### config.mk
export PLATFORM = sky130hd
export DESIGN_NAME = bcd_seg7_scan
export DESIGN_NICKNAME = d
export VERILOG_FILES = /design/src/rtl/seg7_pkg.sv /design/src/rtl/bcd_to_seg7.sv /design/src/rtl/bcd_seg7_scan.sv
export SDC_FILE = /design/constraint.sdc
export NUM_CORES = 1
export LEC_CHECK = 0
export CAP_MARGIN = 20
export CORE_ASPECT_RATIO = 1.25
export CORE_MARGIN = 2
export CORE_UTILIZATION = 55
export CTS_CLUSTER_DIAMETER = 100
export DETAILED_ROUTE_END_ITERATION = 8
export DONT_BUFFER_PORTS = 1
export PLACE_DENSITY = 0.81
export SYNTH_ARGS = -nofsm -noshare
export SYNTH_HDL_FRONTEND = slang
export SYNTH_HIERARCHICAL = 1
export SYNTH_SLANG_ARGS = --single-unit
### constraint.sdc
create_clock -name Clk -period 4.45 [get_ports Clk]
set_clock_uncertainty 0.1 [all_clocks]
set_input_delay 0.445 -clock Clk [delete_from_list [all_inputs] [get_ports Clk]]
set_output_delay 0.445 -clock Clk [all_outputs]
set_load 0.02 [all_outputs]
### src/rtl/seg7_pkg.sv
// Shared definitions for the multiplexed 7-segment display blocks:
// scan FSM states, blank/dash codes and the nibble-to-segment table.
// Segment vectors are {g,f,e,d,c,b,a}, active-low (common-anode display).
package seg7_pkg;

    typedef enum logic [1:0] {
        OFF   = 2'd0,
        BLANK = 2'd1,
        DRIVE = 2'd2
    } state_t;

    localparam logic [6:0] SEG_BLANK = 7'h7F;
    localparam logic [6:0] SEG_DASH  = 7'b0111111;

    // Entry n is the pattern for nibble value n; listed from 15 down to 0.
    // Non-decimal nibbles (10-15) all show a dash.
    localparam logic [15:0][6:0] SEG_PATTERNS = {
        SEG_DASH,       // 15
        SEG_DASH,       // 14
        SEG_DASH,       // 13
        SEG_DASH,       // 12
        SEG_DASH,       // 11
        SEG_DASH,       // 10
        7'b0010000,     // 9
        7'b0000000,     // 8
        7'b1111000,     // 7
        7'b0000010,     // 6
        7'b0010010,     // 5
        7'b0011001,     // 4
        7'b0110000,     // 3
        7'b0100100,     // 2
        7'b1111001,     // 1
        7'b1000000      // 0
    };

endpackage

### src/rtl/bcd_to_seg7.sv
// Combinational nibble decoder: turns one BCD digit plus a blank request
// into an active-low 7-segment pattern. Kept separate so other display
// blocks can reuse the same glyph table.
module bcd_to_seg7
    import seg7_pkg::*;
(
    input  logic [3:0] nibble,
    input  logic       blank,
    output logic [6:0] seg
);

    // Blank wins over the digit so callers can mask digits without
    // having to know the blank code.
    always_comb begin
        seg = blank ? SEG_BLANK : SEG_PATTERNS[nibble];
    end

endmodule

### src/rtl/bcd_seg7_scan.sv
// Multiplexed common-anode display driver. A Valid strobe captures a
// packed BCD word into a shadow register; the shadow is copied to the
// displayed (active) register at the start of every slot so a digit never
// tears mid-slot. Each slot is a short all-off blank interval followed by
// the drive interval for one digit, with optional leading-zero blanking.
// Seg/An are registered from the next-state values so they change on the
// same edge as the FSM.
module bcd_seg7_scan
    import seg7_pkg::*;
#(
    parameter int DEC_DIGITS   = 2,
    parameter int REFRESH_DIV  = 50000,
    parameter int BLANK_CYCLES = 16,
    parameter int LZ_BLANK     = 1
) (
    input  logic                    Clk,
    input  logic                    Rst,
    input  logic [DEC_DIGITS*4-1:0] DataBCD,
    input  logic                    Valid,
    output logic [6:0]              Seg,
    output logic [DEC_DIGITS-1:0]   An
);

    localparam int CW = $clog2(REFRESH_DIV);
    localparam int IW = (DEC_DIGITS > 1) ? $clog2(DEC_DIGITS) : 1;
    localparam int DW = DEC_DIGITS * 4;

    localparam logic [CW-1:0] LAST_CNT   = CW'(REFRESH_DIV - 1);
    localparam logic [CW-1:0] LAST_BLANK = CW'(BLANK_CYCLES - 1);
    localparam logic [IW-1:0] LAST_IDX   = IW'(DEC_DIGITS - 1);

    state_t                  state, state_n;
    logic [CW-1:0]           cnt, cnt_n;
    logic [IW-1:0]           idx, idx_n;
    logic [DW-1:0]           shadow, shadow_n;
    logic [DW-1:0]           active, active_n;
    logic [DEC_DIGITS-1:0]   lz_mask;
    logic [DEC_DIGITS-1:0]   an_n;
    logic [3:0]              digit_n;
    logic                    blank_n;
    logic                    zero_above;
    logic [6:0]              seg_n;

    // Next-state logic for the scan FSM, slot counter, digit index and the
    // shadow/active pair. The active register is refreshed on every entry
    // to BLANK and takes a capture arriving on that same edge, so the first
    // slot after leaving OFF already shows the value that started the scan.
    always_comb begin
        shadow_n = Valid ? DataBCD : shadow;
        state_n  = state;
        cnt_n    = cnt;
        idx_n    = idx;
        active_n = active;
        case (state)
            OFF: begin
                if (Valid) begin
                    state_n  = BLANK;
                    cnt_n    = '0;
                    idx_n    = '0;
                    active_n = shadow_n;
                end
            end
            BLANK: begin
                cnt_n = cnt + 1'b1;
                if (cnt == LAST_BLANK) begin
                    state_n = DRIVE;
                end
            end
            DRIVE: begin
                if (cnt == LAST_CNT) begin
                    cnt_n    = '0;
                    idx_n    = (idx == LAST_IDX) ? '0 : idx + 1'b1;
                    state_n  = BLANK;
                    active_n = shadow_n;
                end else begin
                    cnt_n = cnt + 1'b1;
                end
            end
            default: begin
                state_n = OFF;
            end
        endcase
    end

    // Leading-zero mask from the value about to be displayed: digit i is
    // masked when it and every digit above it are zero. Digit 0 is never
    // masked, so a plain zero still shows.
    always_comb begin
        zero_above = 1'b1;
        lz_mask    = '0;
        for (int i = DEC_DIGITS - 1; i >= 1; i--) begin
            zero_above = zero_above & (active_n[4*i +: 4] == 4'd0);
            lz_mask[i] = (LZ_BLANK != 0) && zero_above;
        end
    end

    // Pick the digit and anode for the upcoming cycle. A masked digit keeps
    // the slot timing but leaves all anodes off and segments blank.
    always_comb begin
        digit_n = 4'd0;
        an_n    = '1;
        for (int i = 0; i < DEC_DIGITS; i++) begin
            if (idx_n == IW'(i)) begin
                digit_n = active_n[4*i +: 4];
                if (state_n == DRIVE && !lz_mask[i]) begin
                    an_n[i] = 1'b0;
                end
            end
        end
        blank_n = &an_n;
    end

    bcd_to_seg7 u_decode (
        .nibble (digit_n),
        .blank  (blank_n),
        .seg    (seg_n)
    );

    // State, counters and data registers; reset discards any captured value
    // and parks the scanner in OFF until the next capture.
    always_ff @(posedge Clk or posedge Rst) begin
        if (Rst) begin
            state  <= OFF;
            cnt    <= '0;
            idx    <= '0;
            shadow <= '0;
            active <= '0;
        end else begin
            state  <= state_n;
            cnt    <= cnt_n;
            idx    <= idx_n;
            shadow <= shadow_n;
            active <= active_n;
        end
    end

    // Output registers, loaded from next-state values so segment and anode
    // changes line up with the FSM edge and no input reaches a pin directly.
    always_ff @(posedge Clk or posedge Rst) begin
        if (Rst) begin
            Seg <= SEG_BLANK;
            An  <= '1;
        end else begin
            Seg <= seg_n;
            An  <= an_n;
        end
    end

endmodule

==> results_dict.tcl <==
set metrics [dict create \
    numCtsBuffers 5 \
    synth_seq_area_share_pct 44.0 \
    first_global_vias 1969 \
    finalSetupTns_ns 0 \
    layout_min_cycle_time_ns 3.05 \
    power.leakage_uw 0.00114 \
    fillers 378 \
    cts.sinks 44 \
    timing.final.crit_share_pct 68.5 \
    slowest_stage "ha_1" \
    finalMaxSlewViolations 0 \
    setup_violations 0 \
    ios 20 \
    arrival_ns 3.16 \
    r2r_cells 11 \
    crit_type "register to register" \
    cts_setup_buffers 0 \
    crit_fanout 14 \
    drt_pass1_iterations 4 \
    final_util_pct 60.1 \
    drv_cap 0 \
    hold_viol 0 \
    clockBufferDepth 2 \
    first_iter_violations 163 \
    synth_edf_count 0 \
    grt_overflow_total 0 \
    crit_path_end "Seg[3]" \
    nets 275 \
    synthDistinctLibCells 56 \
    ir_drop_mv 0.187 \
    rsz0062_at_grt "false" \
    synth_ff_type "dfrtp_1" \
    grt_first_pass_wirelength_um 8870 \
    worst-path-buf-inv 2 \
    slew_headroom_pct 56.3 \
    ys_ff_latch 44 \
    syn-num-nets 279 \
    regArea_sq_um 1110 \
    critical_path_depth 11 \
    core-area_sq_um 4430 \
    vias_per_cell 6.15 \
    hpwl_um 3610 \
    end_kind "register" \
    yosysWarnings 6 \
    hp-class "primary input to asynchronous set/reset pin" \
    cpPeakStageDelay_ns 0.49 \
    num_vias 1924 \
    dieArea_sq_um 5160 \
    cts-root-buf "clkbuf_8" \
    cts_tree "done" \
    postRouteAntennaNets 0 \
    fmax_mhz 328 \
    cts_resized 0 \
    grt_max_degree 45 \
    drt_wl_total_um 5040 \
    required_ns 4.57 \
    netlist_area_sq_um 2530 \
    drive_gt1_share_pct 14.9 \
    avgSynthCellArea_sq_um 9.80 \
    r2r-end "Seg[3]" \
    start_util_pct 57.1 \
    worst-r2r-setup-slack_ns 1.40 \
    async_reset_ff_share_pct 100 \
    multi_input_area_sq_um 1260 \
    status "finished clean" \
    drcViolationCount 0 \
    antenna_found_initial 0 \
    finalNonFillerCells 313 \
    port-buffer-count 0 \
    die_h_um 79.8 \
    gp_congestion 0.832 \
    synth_area_leaders "dfrtp_1 35%, dfstp_2 9.4%, ha_1 5.0%" \
    htreeDepth 2 \
    die_x_um 64.6 \
    yosysTopAreaCellShare_pct 34.7 \
    track_usage_pct 22.1 \
    clk_pin_slew_worst_paths_ns 0.08 \
    wl_per_cell_um 16.1 \
    rows 27 \
    cp_top_family "simple AND/OR/NAND/NOR gates" \
    worst_pin_slew_ns 0.653 \
    dp.cells 305 \
    synth_top_cell_by_area "dfrtp_1" \
    path_cells "inv_1 > ha_1 > and2_1 > a22oi_1 > mux2i_1 > mux2_2 > inv_1 > ha_1 > or2_0 > a211oi_2 > nor2_1" \
    n_antenna_cell 0 \
    worstReg2RegStart "state[1]" \
    power.density_nw_per_um2 283 \
    clk_latency_ns 0.29 \
    area_growth_pct 5.20 \
    startpoint "state[1]" \
    synthCells 258 \
    holdBufCountCts 0 \
    start_kind "register" \
]
## power by group
part           switching [uW]  internal (uW)  total (uW)
Sequential               2.85            406         409
Clock                     134            184         318
Combinational            16.4           7.82        24.2
Total                     153            598         751
## logic make-up after synthesis
kind of cell | count (synthesis) | share of synthesized area [%]
multiplexers | 12 | 5.05
flip-flops | 44 | 44.0
AO/OA/AOI/OAI | 66 | 18.2
XOR/XNOR | 7 | 2.43
AND/OR/NAND/NOR | 86 | 19.3
adder cells (fa/ha/maj) | 10 | 4.95
buffers and inverters | 33 | 6.04
## registers in the layout, indices dropped and copies added, names as in the netlist
register  cells
idx           1
cnt          16
shadow        8
state         2
Seg           7
An            2
active        8
## synth_stat cells, types with 7 or more instances
library cell / instances
ha_1: 10
nor2_1: 18
nand2_1: 17
a21oi_1: 9
dfrtp_1: 35
nand4_1: 8
dfstp_2: 9
o21ai_0: 20
clkbuf_1: 7
inv_1: 19
nand3_1: 9
## layout make-up
cell class | count | area share (%)
clock inverters | 2 | 1.46
clock buffers | 6 | 3.11
multi-input cells | 181 | 47.5
well taps | 58 | 2.73
repair buffers | 2 | 0.565
inverters | 20 | 2.82
flip-flops and latches | 44 | 41.8
## worst min path at each step
stage,start,to,slack [ns],depth (start not counted)
after floorplan,shadow[0],shadow[0],0.37,1
final,Rst,state[0],0.07,2
after CTS,Rst,cnt[4],0.08,2
after global routing,Rst,cnt[10],0.10,2
after detailed placement,Rst,cnt[10],0.40,2
after global placement,cnt[2],cnt[2],0.39,1
## cell usage in the layout (no fill, tap or decap), types with 2 or more instances in the layout
master / instances
dfrtp_1: 35
o21ai_0: 20
inv_1: 18
nor2_1: 18
nand2_1: 17
ha_1: 10
dfstp_2: 9
nand3_1: 9
a21oi_1: 9
nand4_1: 8
mux2i_1: 6
mux2_2: 6
xnor2_1: 6
clkbuf_8: 6
and3_1: 5
o21a_1: 5
nand2b_1: 4
a31oi_1: 4
a22o_1: 4
a22oi_1: 4
and2_1: 3
o311ai_0: 3
nor3_1: 3
and3_4: 2
nand4b_1: 2
o22ai_1: 2
a221o_1: 2
nand3b_1: 2
a221o_2: 2
o41ai_1: 2
buf_4: 2
o21bai_1: 2
## per-layer routing
metal | part of all wire, % | track usage (%)
met3 | 3.1 | 4.51
met2 | 54 | 39.8
met4 | 2.2 | 8.51
met5 | 0 | 0
met1 | 41 | 25.5
## through the flow
step	hold slack (ns)	area (sq um)	setup slack (ns)	total power (uW)
after global placement	0.389	2540	1.56	441
after CTS	0.0823	2660	1.44	759
after floorplan	0.373	2530	1.59	437
final	0.0687	2660	1.40	751
after global routing	0.102	2660	1.25	784
after detailed placement	0.396	2540	1.47	442
Note: power is estimated with default switching activity, not from simulation.
